[config.mk]
export PLATFORM = sky130hd
export DESIGN_NAME = bf_fetch
export DESIGN_NICKNAME = d
export VERILOG_FILES = /design/src/rtl/bf_pkg.sv /design/src/rtl/bf_decode.sv /design/src/rtl/bf_fetch.sv
export SDC_FILE = /design/constraint.sdc
export NUM_CORES = 1
export LEC_CHECK = 0
export ABC_AREA = 1
export BUFFER_PORTS_ARGS = -buffer_cell sky130_fd_sc_hd__buf_4
export CORE_UTILIZATION = 45
export CTS_BUF_LIST = sky130_fd_sc_hd__clkbuf_2
export CTS_CLUSTER_SIZE = 10
export DETAILED_ROUTE_END_ITERATION = 6
export PLACE_DENSITY = 0.66
export SYNTH_ARGS = -nofsm -noshare
export SYNTH_HDL_FRONTEND = slang
export SYNTH_SLANG_ARGS = --single-unit
[constraint.sdc]
create_clock -name clk -period 1.9 [get_ports clk]
set_clock_uncertainty 0.15 [all_clocks]
set_input_delay 0.38 -clock clk [delete_from_list [all_inputs] [get_ports clk]]
set_output_delay 0.38 -clock clk [all_outputs]
set_load 0.1 [all_outputs]
[src/rtl/bf_pkg.sv]
// bf_pkg -- shared definitions for the program fetch/decode front end.
//   op_e     : 3-bit opcode handed to the execute stage
//   CH_*     : program-ROM command characters and the end-of-program byte
//   state_e  : fetch sequencer states
package bf_pkg;

  typedef enum logic [2:0] {
    OP_INC   = 3'd0,  // '+'
    OP_DEC   = 3'd1,  // '-'
    OP_RIGHT = 3'd2,  // '>'
    OP_LEFT  = 3'd3,  // '<'
    OP_OUT   = 3'd4,  // '.'
    OP_IN    = 3'd5,  // ','
    OP_JZ    = 3'd6,  // '['
    OP_JNZ   = 3'd7   // ']'
  } op_e;

  localparam logic [7:0] CH_INC   = 8'h2B;
  localparam logic [7:0] CH_DEC   = 8'h2D;
  localparam logic [7:0] CH_RIGHT = 8'h3E;
  localparam logic [7:0] CH_LEFT  = 8'h3C;
  localparam logic [7:0] CH_OUT   = 8'h2E;
  localparam logic [7:0] CH_IN    = 8'h2C;
  localparam logic [7:0] CH_OPEN  = 8'h5B;
  localparam logic [7:0] CH_CLOSE = 8'h5D;
  localparam logic [7:0] CH_END   = 8'h00;

  typedef enum logic [2:0] {
    FETCH,
    DECODE,
    PRESENT,
    SCAN_FWD,
    SCAN_BACK,
    HALT
  } state_e;

endpackage

[src/rtl/bf_decode.sv]
// bf_decode -- purely combinational byte classifier.
//   data  : program-ROM byte
//   isCmd : 1 when data is one of the eight command characters
//   op    : opcode for data (OP_INC when isCmd is 0)
module bf_decode
  import bf_pkg::*;
(
  input  logic [7:0] data,
  output logic       isCmd,
  output op_e        op
);

  always_comb begin
    // NOTE: every output gets a default before the case so no path leaves
    // it unassigned; otherwise synthesis infers a latch.
    isCmd = 1'b1;
    op    = OP_INC;
    case (data)
      CH_INC:   op = OP_INC;
      CH_DEC:   op = OP_DEC;
      CH_RIGHT: op = OP_RIGHT;
      CH_LEFT:  op = OP_LEFT;
      CH_OUT:   op = OP_OUT;
      CH_IN:    op = OP_IN;
      CH_OPEN:  op = OP_JZ;
      CH_CLOSE: op = OP_JNZ;
      default:  isCmd = 1'b0;
    endcase
  end

endmodule

[src/rtl/bf_fetch.sv]
// bf_fetch -- instruction fetch sequencer for a synchronous program ROM.
//   clk        : clock, all state changes on its rising edge
//   reset      : asynchronous, active-high
//   romAddr    : ROM read address (always the internal pc)
//   romData    : ROM byte, valid the cycle after romAddr is sampled
//   instrValid : instruction offered; held with instrOp/romAddr until taken
//   instrReady : execute stage accepts (handshake = instrValid & instrReady)
//   instrOp    : opcode of the offered instruction
//   jumpTake   : on a '[' / ']' handshake, 1 = scan to the matching bracket
//   halted     : sticky, program finished or faulted
//   error      : sticky, unmatched bracket found
// Each ROM byte costs a FETCH cycle (address presented) and a DECODE cycle
// (byte evaluated); bracket scans reuse that two-cycle rhythm via scanDec.
module bf_fetch
  import bf_pkg::*;
#(
  parameter int ADDR_W = 4
) (
  input  logic              clk,
  input  logic              reset,
  output logic [ADDR_W-1:0] romAddr,
  input  logic [7:0]        romData,
  output logic              instrValid,
  input  logic              instrReady,
  output logic [2:0]        instrOp,
  input  logic              jumpTake,
  output logic              halted,
  output logic              error
);

  localparam logic [ADDR_W-1:0] PC_ONE    = 1;
  localparam logic [ADDR_W:0]   DEPTH_ONE = 1;

  state_e            state;
  logic [ADDR_W-1:0] pc;
  logic [ADDR_W:0]   depth;
  logic              scanDec;  // scan sub-phase: 0 = fetch byte, 1 = evaluate
  op_e               curOp;

  logic decIsCmd;
  op_e  decOp;
  logic pcMax;
  logic isOpen;
  logic isClose;

  bf_decode u_decode (
    .data  (romData),
    .isCmd (decIsCmd),
    .op    (decOp)
  );

  assign romAddr = pc;
  assign instrOp = curOp;
  assign pcMax   = &pc;
  assign isOpen  = decIsCmd && (decOp == OP_JZ);
  assign isClose = decIsCmd && (decOp == OP_JNZ);

  // NOTE: sequential state uses non-blocking assignments only, so every
  // register sees pre-edge values regardless of statement order.
  always_ff @(posedge clk or posedge reset) begin
    if (reset) begin
      state      <= FETCH;
      pc         <= '0;
      depth      <= '0;
      scanDec    <= 1'b0;
      instrValid <= 1'b0;
      curOp      <= OP_INC;
      halted     <= 1'b0;
      error      <= 1'b0;
    end else begin
      case (state)
        FETCH: state <= DECODE;

        DECODE: begin
          if (decIsCmd) begin
            curOp      <= decOp;
            instrValid <= 1'b1;
            state      <= PRESENT;
          end else if (romData == CH_END || pcMax) begin
            // end of program, or a comment byte in the last address
            state  <= HALT;
            halted <= 1'b1;
          end else begin
            pc    <= pc + PC_ONE;
            state <= FETCH;
          end
        end

        PRESENT: begin
          if (instrReady) begin
            instrValid <= 1'b0;
            scanDec    <= 1'b0;
            if (curOp == OP_JZ && jumpTake) begin
              depth <= DEPTH_ONE;
              if (pcMax) begin
                state  <= HALT;
                halted <= 1'b1;
                error  <= 1'b1;
              end else begin
                pc    <= pc + PC_ONE;
                state <= SCAN_FWD;
              end
            end else if (curOp == OP_JNZ && jumpTake) begin
              depth <= DEPTH_ONE;
              if (pc == '0) begin
                state  <= HALT;
                halted <= 1'b1;
                error  <= 1'b1;
              end else begin
                pc    <= pc - PC_ONE;
                state <= SCAN_BACK;
              end
            end else if (pcMax) begin
              // no wrap past the last address: clean end of program
              state  <= HALT;
              halted <= 1'b1;
            end else begin
              pc    <= pc + PC_ONE;
              state <= FETCH;
            end
          end
        end

        SCAN_FWD: begin
          scanDec <= ~scanDec;
          if (scanDec) begin
            if (romData == CH_END) begin
              state  <= HALT;
              halted <= 1'b1;
              error  <= 1'b1;
            end else if (isClose && depth == DEPTH_ONE) begin
              // matching ']' found: resume just after it
              depth <= '0;
              if (pcMax) begin
                state  <= HALT;
                halted <= 1'b1;
              end else begin
                pc    <= pc + PC_ONE;
                state <= FETCH;
              end
            end else begin
              if (isOpen)  depth <= depth + DEPTH_ONE;
              if (isClose) depth <= depth - DEPTH_ONE;
              if (pcMax) begin
                state  <= HALT;
                halted <= 1'b1;
                error  <= 1'b1;
              end else begin
                pc <= pc + PC_ONE;
              end
            end
          end
        end

        SCAN_BACK: begin
          scanDec <= ~scanDec;
          if (scanDec) begin
            if (isOpen && depth == DEPTH_ONE) begin
              // matching '[' found below the ']': pc+1 cannot overflow
              depth <= '0;
              pc    <= pc + PC_ONE;
              state <= FETCH;
            end else begin
              if (isClose) depth <= depth + DEPTH_ONE;
              if (isOpen)  depth <= depth - DEPTH_ONE;
              if (pc == '0) begin
                state  <= HALT;
                halted <= 1'b1;
                error  <= 1'b1;
              end else begin
                pc <= pc - PC_ONE;
              end
            end
          end
        end

        HALT: state <= HALT;

        default: state <= FETCH;
      endcase
    end
  end

endmodule

* After elaboration in Yosys (flattened, before gate mapping)
Index checks and enable logic that the tools add are counted.
Operators by class: add/sub/neg operators 4, equality and inequality tests 33, muxes and demuxes 70, bitwise operators 1, reductions and logical operators 25
Operators with widths (number):
- 5-bit 2-to-1 mux | 12
- 8-bit by 6-bit equality test with 1-bit output, second input constant | 6
- 4-bit 2-to-1 mux | 11
- 3-bit 2-to-1 mux | 14
- 1-bit 2-to-1 mux | 25
- 3-bit one-hot mux with 7 select lines | 1
- 7-bit AND reduction | 3
- 3-bit equality test, second input constant | 6
- 2-bit inequality test, second input constant | 9
- 3-bit one-hot mux with 6 select lines | 1
- 8-bit by 7-bit equality test with 1-bit output, second input constant | 2
- 4-bit one-hot mux with 4 select lines | 1
- 5-bit one-hot mux with 3 select lines | 1
- 4-bit inequality test, second input constant | 3
- 3-bit inequality test, second input constant | 3
- 8-bit logical NOT | 1
- 8-bit AND reduction | 1
- 8-bit OR reduction | 1
- 3-bit by 2-bit equality test with 1-bit output, second input constant | 2
- 1-bit logical AND | 6
- 5-bit by 1-bit adder with 5-bit output, second input constant | 1
- 5-bit by 1-bit equality test with 1-bit output, second input constant | 1
- 5-bit AND reduction | 1
- 5-bit by 1-bit subtractor with 5-bit output, second input constant | 1
- other kinds (17) | 20
Word-level totals: flip-flop bits (word level) 19, bits of input ports 12, output and inout bits 10, word-level logic and storage cells 141

* Logic depth before layout (Yosys ltp)
Gate-level depths: netlist of run 1.
word-level depth 10, mapped depth 12, mapped depth without buffers 12

* Hierarchy
From an unflattened synthesis of run 1, not the netlist that was laid out.
Unflattened totals: cell total of the unflattened synthesis 338, area, all modules 1986.9 um^2
By module, submodules not included:
- bf_fetch | instances 1, cells an instance 294, area each 1795.5 um^2, sequential area each 475.5 um^2
- bf_decode | instances 1, cells an instance 44, area each 191.4 um^2, sequential area each 0.0 um^2

* Least setup slack after synthesis of run 1
Ideal clock, no wire load.
kind reg-to-reg, from reg pc[0], in the netlist romAddr[0], to reg pc[1], in the netlist romAddr[1], library setup time 0.068 ns, arrival 2.285 ns, required time 1.682 ns, slack -0.603 ns, stages on the path, launching flop included 10, buffers on the path 0, period minus slack after synthesis 2.503 ns, cell sequence dfrtp_1 inv_1 ha_1 inv_1 nand2_1 o21ai_0 or2_2 nand4_1 nand2_1 nand2_1
Between the ends: cells in the longest elaborated chain, start to end 6, elaborated cells between the ends (all ways) 19, classes of those cells 2 x add/sub; 1 x eq/ne; 12 x mux; 4 x reduce/logical
RTL lines:
- start, declared | RTL line bf_fetch.sv:35 | logic [ADDR_W-1:0] pc;
- start signal, assigned | RTL line bf_fetch.sv:84 | pc <= pc + PC_ONE;
- start signal, assigned | RTL line bf_fetch.sv:100 | pc <= pc + PC_ONE;
- start signal, assigned | RTL line bf_fetch.sv:110 | pc <= pc - PC_ONE;
- 4-bit by 1-bit adder with 4-bit output, or another cell as far along
- 4-bit 2-to-1 mux, on equally long branches
- 4-bit 2-to-1 mux | RTL line bf_fetch.sv:103 | end else if (curOp == OP_JNZ && jumpTake) begin
- 4-bit 2-to-1 mux | RTL line bf_fetch.sv:93 | if (curOp == OP_JZ && jumpTake) begin
- 4-bit 2-to-1 mux | RTL line bf_fetch.sv:90 | if (instrReady) begin
- 4-bit one-hot mux with 4 select lines | RTL line bf_fetch.sv:71 | case (state)
Parallel ways exist; a longest one is shown, timed or not. The select of a mux whose other input is x is not followed. A chain may end at the register's enable or synchronous reset.

* Worst setup path in the final report of run 1
from reg pc[0], in the netlist romAddr[0], to out romAddr[0]
RTL lines:
- end, declared | RTL line bf_fetch.sv:21 | output logic [ADDR_W-1:0] romAddr,
No word-level cell between the ends.

==> results of run 1 <==
-- power groups by stage --
stage	registers (W)	clock network, W	logic [W]
after floorplan	0.00111	0	0.00140
after global placement	0.000714	0	0.00239
after detailed placement	0.000716	0	0.00240
after CTS	0.000707	0.000203	0.00242
after global routing	0.000732	0.000213	0.00281
final	0.000709	0.000198	0.00253
-- cell type report --
cell class                      instances  area (µm²)
Sequential cell                        19       496.7
Clock inverter                          1       5.005
Clock buffer                            3       15.01
Timing Repair Buffer                   47       355.3
Tap cell                               52       65.06
Multi-Input combinational cell        277        1480
Inverter                               41       158.9
Fill cell                             457        1838
-- flip-flops by register name, indices dropped and copies added (netlist names) --
name,cells
scanDec,1
romAddr,4
state,3
instrValid,1
instrOp,3
halted,1
error,1
depth,5
-- worst max-delay path by stage --
| stage | start | end | slack [ns] | cells after the start |
|---|---|---|---|---|
| 3_5_place_dp | depth[1]$_DFFE_PP0P_ | state[1]$_DFFE_PP0P_ | 0.05 | 11 |
| 5_1_grt | depth[1]$_DFFE_PP0P_ | state[1]$_DFFE_PP0P_ | -0.03 | 12 |
| 2_1_floorplan | romAddr[0]$_DFFE_PP0P_ | romAddr[1]$_DFFE_PP0P_ | -0.003 | 9 |
| 4_1_cts | state[2]$_DFFE_PP0P_ | depth[1]$_DFFE_PP0P_ | 0.01 | 10 |
| 6_report | romAddr[0]$_DFFE_PP0P_ | romAddr[0] | 0.06 | 2 |
| 3_3_place_gp | depth[1]$_DFFE_PP0P_ | state[1]$_DFFE_PP0P_ | 0.07 | 12 |
-- per-layer routing --
| layer | routed length [µm] | up-vias | GRT usage [%] | share of wire [%] |
|---|---|---|---|---|
| met5 | 0 | - | 0 | 0 |
| met4 | 50 | 0 | 5.556 | 0.89 |
| met3 | 232 | 7 | 2.453 | 4.2 |
| met2 | 2672 | 54 | 38.25 | 48 |
| met1 | 2634 | 1037 | 35.14 | 47 |
| li1 | - | 1168 | - | - |
-- critical path, delay by kind of cell, from the launching register on --
kind                   cells  cell delay, ns
buffers and inverters      2            0.40
DFF                        1            0.56
-- cell usage in the layout, fill, tap and decap left out, types with 3 or more instances in the layout --
| master | netlist | routed |
|---|---|---|
| dfrtp_4 | 0 | 4 |
| nand2_4 | 5 | 5 |
| nand3_2 | 2 | 3 |
| o21ai_0 | 18 | 17 |
| dfrtp_1 | 19 | 10 |
| o21ai_1 | 4 | 5 |
| nand4_1 | 7 | 7 |
| ha_1 | 5 | 3 |
| nand3_1 | 38 | 37 |
| nor2_4 | 5 | 6 |
| nor2_2 | 4 | 6 |
| dfrtp_2 | 0 | 5 |
| xor2_1 | 7 | 7 |
| nor2_1 | 35 | 32 |
| clkbuf_2 | 0 | 3 |
| nand2_2 | 8 | 11 |
| inv_1 | 33 | 31 |
| nand2_1 | 123 | 120 |
| inv_2 | 8 | 8 |
| a21oi_1 | 4 | 4 |
| buf_4 | 1 | 46 |
-- through the flow --
stage | util [%] | power (W)
after detailed placement | 56.32 | 0.003116
after global placement | 56.32 | 0.003107
after CTS | 57.17 | 0.003329
final | 58.36 | 0.003435
after global routing | 58.36 | 0.003750
after floorplan | - | 0.002508
-- cells by family after synthesis --
group,after synthesis,synth area share (%)
adders and majority gates,5,3.007
AOI/OAI and AO/OA,29,7.758
xor gates and xnor gates,9,3.789
and+or+nand+nor,234,53.82
buffers and inverters,45,8.780
DFF,19,22.85
-- repair_timing --
item | CTS | global route
setup buffers | 1 | 2
hold buffers | 1 | 0
endpoints found under the setup margin | 4 | 13
pin swaps | 0 | 2
endpoints found under the hold margin | 19 | 0
resized for setup | 0 | 13
==> results.md, run 1 <==
- Ys Warns: 0
- TritonCTS Buffers: 3
- GRT overflow: 0
- Critical path fanouts, max: 6
- Reg2reg path depth: 12
- Largest net degree at the start of global routing: 20
- Maxcap violations: 0
- Gr usage total: ~24%
- Crit Reg-Reg Startpoint: depth[1]$_DFFE_PP0P_
- Finished Cell Area: ~2600 µm²
- Power Internal: around 0.0015 W
- Switching Fraction: approximately 56%
- Area after DPL: approximately 2500 µm²
- Critical path capture point type: output port
- Die area: 4900 µm²
- Root Buffer: clkbuf_2
- IO Port Bufs: 21
- Max frequency: 542.3 MHz
- Sequential share of power: around 21%
- Min Hold Slack: between 0.1 and 0.15 ns
- Mapped Cells: 341
- Pre-CTS setup slack: 0.05230 ns
- CP max stage cell: dfrtp_4
- Peak VDD IR: about 0.92 mV
- # DRC: 0
- Placed cell count: 432
- Crit share post-route: a little under 100%
- Count leader, synth: nand2_1
- Vias per cell: about 5.2
- Routed WL per cell: ~13 µm
- Height of the die: about 70 µm
- Syn_area_per_cell: 6.102 µm²
- Final wirelength: ~5600 µm
- CP arrival: about 1.3 ns
- Pleak: 1.406 nW
- Seq cells post-synth: 19
- Sw Pwr: just under 0.002 W
- Register clock-pin slew on the reported worst setup and hold paths: approximately 0.22 ns
- Final hold vios: 0
- Clock Power Share: 5.8%
- Startpoint types: flop
- Clk buf depth: 2
- Global-route wire length before repair: 9604 µm
- Gp weighted congestion: 0.9387
- Core Area: ~4400 µm²
- Initial antenna violation count: 0
- Hold path start: instrReady
- DRT antenna net count: 0
- Top cell type by total area after synthesis: dfrtp_1
- Dpl hpwl: approximately 4300 µm
- Hold crit path type: in2reg
- Setup CP Type: reg2out
- Boundary pin count: 22
- Pins over their slew limit: 0
- CP max stage delay: between 0.5 and 0.6 ns
- RSZ-0062 raised after global routing: yes
- Mapped cell area: around 2100 µm²
- Vias in the first global route: 2085
- Clk sinks: 19
- Vias: 2266
- Seq/Total Area, Yosys: 22.85%
- Synth top cells by count: nand2_1, nand3_1, nor2_1
- Setup WS post-layout: 0.05603 ns
- Skew-Pair Late Insertion Delay: ~0.35 ns
- Outcome: finished, final reports clean
- Post-synth cell types: 30
- Crit-path most repeated cell: buf_4
- Power density of the placed cells: about 1300 nW/µm²
- Crit path time final: about 1.8 ns
- Synth top area cells: dfrtp_1, nand2_1, nand3_1
- Post-synth EDFFs: 0
- Initial core utilization: between 40 and 50%
- Max transition margin: between 70% and 80%
- Area delta synth->final: 23.81%
- Max H-tree Level: 1
- Post-synth top area share: ~23%
- Layout cell share with drive strength beyond 1: between 20 and 30%
- Final cell count without fillers: 440
- Antenna fix cells: 0
- Comb pwr share: approximately three quarters
- # setup viols final: 0
- Die X: roughly 70 µm
- Hold worst-path end: instrValid$_DFFE_PP0P_
- Drt first pass iters: 4
- FF-to-FF setup slack: approximately 0.1 ns
- Iteration-0 DRC Markers: roughly 240
- TritonCTS clock tree: yes
- Worst-Margin Slew: ~0.33 ns
- Number of core rows: 24
- Worst hold path stage count: 4
- Setup TNS: 0 ns
- RR Endpoint: state[0]$_DFFE_PP0P_
- Critical Path RT: around 1.4 ns
- Nets: between 400 and 500
- Top_reg_cell synth: dfrtp_1
- Fraction of registers with async set/reset: 100.0%
- Synth Net Count: 358
- CP Cell Sequence: buf_4 -> buf_4
Power figures use the tool's default switching activity.
==> inputs of run 2 (changes only) <==
--- a/config.mk
+++ b/config.mk
@@ -7,11 +7,12 @@
 export LEC_CHECK = 0
 export ABC_AREA = 1
 export BUFFER_PORTS_ARGS = -buffer_cell sky130_fd_sc_hd__buf_4
-export CORE_UTILIZATION = 45
+export CAP_MARGIN = 20
+export CORE_UTILIZATION = 25
 export CTS_BUF_LIST = sky130_fd_sc_hd__clkbuf_2
 export CTS_CLUSTER_SIZE = 10
 export DETAILED_ROUTE_END_ITERATION = 6
-export PLACE_DENSITY = 0.66
+export PLACE_DENSITY = 0.43
 export SYNTH_ARGS = -nofsm -noshare
 export SYNTH_HDL_FRONTEND = slang
 export SYNTH_SLANG_ARGS = --single-unit
==> run 2 against run 1 <==
- sequential cell count unchanged
- first-iteration DRC count shrank 61%
- hold slack better by 0.018 ns
- largest cell class unchanged
- largest power group unchanged
==> results.md, run 2 (synthesis gave the netlist of run 1 again) <==
- Vias: 2250 (-0.71%)
- CP arrival: 1.27 ns (-0.04 ns)
- Gr usage total: 15.27% (-8.8 points)
- Maxcap violations: 0 (unchanged)
- Largest register FFs: 5 (unchanged)
- Critical path fanouts, max: 7 (+1)
- Critical path capture point type: output port
- Startpoint types: flop
- Dpl hpwl: 5000 µm (+16%)
- Power, Total: 0.003473 W (+1.1%)
- Die area: 8692 µm² (+77%)
- Iteration-0 DRC Markers: 93 (-61%)
- Most common cell after layout, fill and taps aside: nand2_1
- Largest net degree at the start of global routing: 20 (unchanged)
- Number of core rows: 32 (+33%)
- Clock Power Share: 5.8% (about the same)
- Setup crit end: romAddr[1]
- Switching Fraction: 55.94% (-0.12 points)
- GRT overflow: 0 (unchanged)
- Crit share post-route: 94.90% (-2.2 points)
- FF-to-FF setup slack: 0.1 ns (about the same)
- Critical Path RT: 1.37 ns (about the same)
- Pleak: 1.447 nW (+2.9%)
- Drt first pass iters: 4 (unchanged)
- Setup CP Type: reg2out
- Register clock-pin slew on the reported worst setup and hold paths: 0.24 ns (+0.02 ns)
- Root Buffer: clkbuf_2
- IO Port Bufs: 21 (unchanged)
- Initial core utilization: 26.38% (-21 points)
- Height of the die: 93.23 µm (+33%)
- Antenna fix cells: 0 (unchanged)
- Sequential share of power: 21.5% (+0.8 points)
- Area after DPL: 2594 µm² (+4.3%)
- Crit Reg-Reg Startpoint: state[1]$_DFFE_PP0P_
- Power Internal: 0.001530 W (+1.4%)
- Hold crit path type: in2reg
- Power density of the placed cells: 1280 nW/µm² (-4.0%)
- Area delta synth->final: 30.43%
- Crit path time final: 1.803 ns (-0.04094 ns)
- Layout cell share with drive strength beyond 1: 29.11% (+1.0 points)
- Setup WS post-layout: 0.09697 ns (+0.04094 ns)
- Pins over their slew limit: 0 (unchanged)
- DRT antenna net count: 0 (unchanged)
- Global-route wire length before repair: 10440 µm (+8.7%)
- # DRC: 0 (unchanged)
- CP startpoint: romAddr[1]$_DFFE_PP0P_
- Vias per cell: 4.527 (-12%)
- Routed WL per cell: 12.50 µm (-1.6%)
- Boundary pin count: 22 (unchanged)
- TritonCTS Buffers: 3 (unchanged)
- Nets: 413 (+1.7%)
- Sw Pwr: 0.001942 W (+0.88%)
- Core Area: 7888 µm² (+79%)
- Initial antenna violation count: 0 (unchanged)
- Clk sinks: 19 (unchanged)
- Die X: 93.23 µm (+33%)
- FILL cells: 873 (+91%)
- Max transition margin: 74.02% (-4.2 points)
- Final hold vios: 0 (unchanged)
- Max H-tree Level: 1 (unchanged)
- Pre-CTS setup slack: 0.03548 ns (-0.01682 ns)
- RR Endpoint: romAddr[0]$_DFFE_PP0P_
- Finished Cell Area: 2714 µm² (+5.3%)
- Skew-Pair Late Insertion Delay: 0.34 ns (about the same)
- Max frequency: 554.6 MHz (+2.3%)
- Worst-Margin Slew: 0.3883 ns (+0.06166 ns)
- Vias in the first global route: 2172 (+4.2%)
- Outcome: finished, final reports clean
- RSZ-0062 raised after global routing: yes
- Final wirelength: 6212 µm (+11%)
- Reg2reg path depth: 10 (-2)
- Largest Register: depth
- # setup viols final: 0 (unchanged)
- Peak VDD IR: 0.6561 mV (-29%)
- Clk buf depth: 2 (unchanged)
- Gp weighted congestion: 0.7824 (-17%)
- Commonest cells after routing, fill and taps aside: nand2_1, buf_4, nand3_1, nor2_1, inv_1
- Comb pwr share: 72.7% (-0.9 points)
- TritonCTS clock tree: yes
## run 2: cell count changes in the layout (fill, tap and decap cells not counted)
cell and delta:
buf_4 +5, buf_6 +2, dfrtp_1 +2, dfrtp_2 -2
inv_1 -2, inv_2 +2, nand2_1 -1, nand2_4 +1
nand3_1 +1, nand3_2 -2, nand3_4 +1, nor2_1 +1
nor2_2 -3, nor2_4 +2
## run 2: worst min-delay path by stage
| stage | from | to | slack [ns] | cells past startpoint |
|---|---|---|---|---|
| floorplan | reset | depth[0]$_DFFE_PP0P_ | 0.18 | 1 |
| global placement | reset | instrOp[0]$_DFFE_PP0P_ | 0.29 | 3 |
| detailed placement | reset | halted$_DFFE_PP0P_ | 0.29 | 3 |
| CTS | instrReady | instrValid$_DFFE_PP0P_ | 0.12 | 4 |
| global route | instrReady | instrValid$_DFFE_PP0P_ | 0.13 | 4 |
| finish | instrReady | instrValid$_DFFE_PP0P_ | 0.15 | 4 |
## run 2: layer usage
metal	vias up	track usage [%]	part of all wire (%)
met2	47	24.69	45
met1	1012	21.44	50
met4	0	4.487	1.4
met3	6	1.463	4.3
li1	1185	-	-
met5	-	0	0
## run 2: final cells by class
| class | count | area, µm² | area share [%] |
|---|---|---|---|
| Multi-Input combinational cell | 277 | 1498 | 55.19 |
| Inverter | 41 | 158.9 | 5.855 |
| Sequential cell | 19 | 494.2 | 18.21 |
| Clock buffer | 3 | 15.01 | 0.5533 |
| Clock inverter | 1 | 5.005 | 0.1844 |
| Tap cell | 102 | 127.6 | 4.703 |
| Timing Repair Buffer | 54 | 415.4 | 15.31 |
## run 2: power groups by stage
stage	combinational (W)	sequential [W]	clock [W]
6_report	0.00252	0.000748	0.000200
3_3_place_gp	0.00240	0.000751	0
4_1_cts	0.00241	0.000742	0.000214
5_1_grt	0.00278	0.000774	0.000228
3_5_place_dp	0.00239	0.000752	0
2_1_floorplan	0.00140	0.00111	0
## run 2: what timing repair did
item / 4_1_cts / 5_1_grt
setup buffers: 0 / 4
hold endpoints to repair: 19 / 0
resized for setup: 0 / 18
endpoints found under the setup margin: 0 / 14
hold buffers: 1 / 0
## run 2: worst max-delay path, cell delays in order (launching register included)
cell and delay [ns]:
dfrtp_4 0.58, buf_4 0.15, buf_4 0.22
## run 2: through the flow
step                      cells  util [%]  setup TNS, ns  hold slack, ns
after floorplan             341         -      -0.002739          0.1810
after global placement      488     32.88              0          0.2936
after detailed placement    488     32.88              0          0.2928
after CTS                   493     33.26              0          0.1224
after global routing        497     34.41       -0.01464          0.1282
final                       497     34.41              0          0.1466
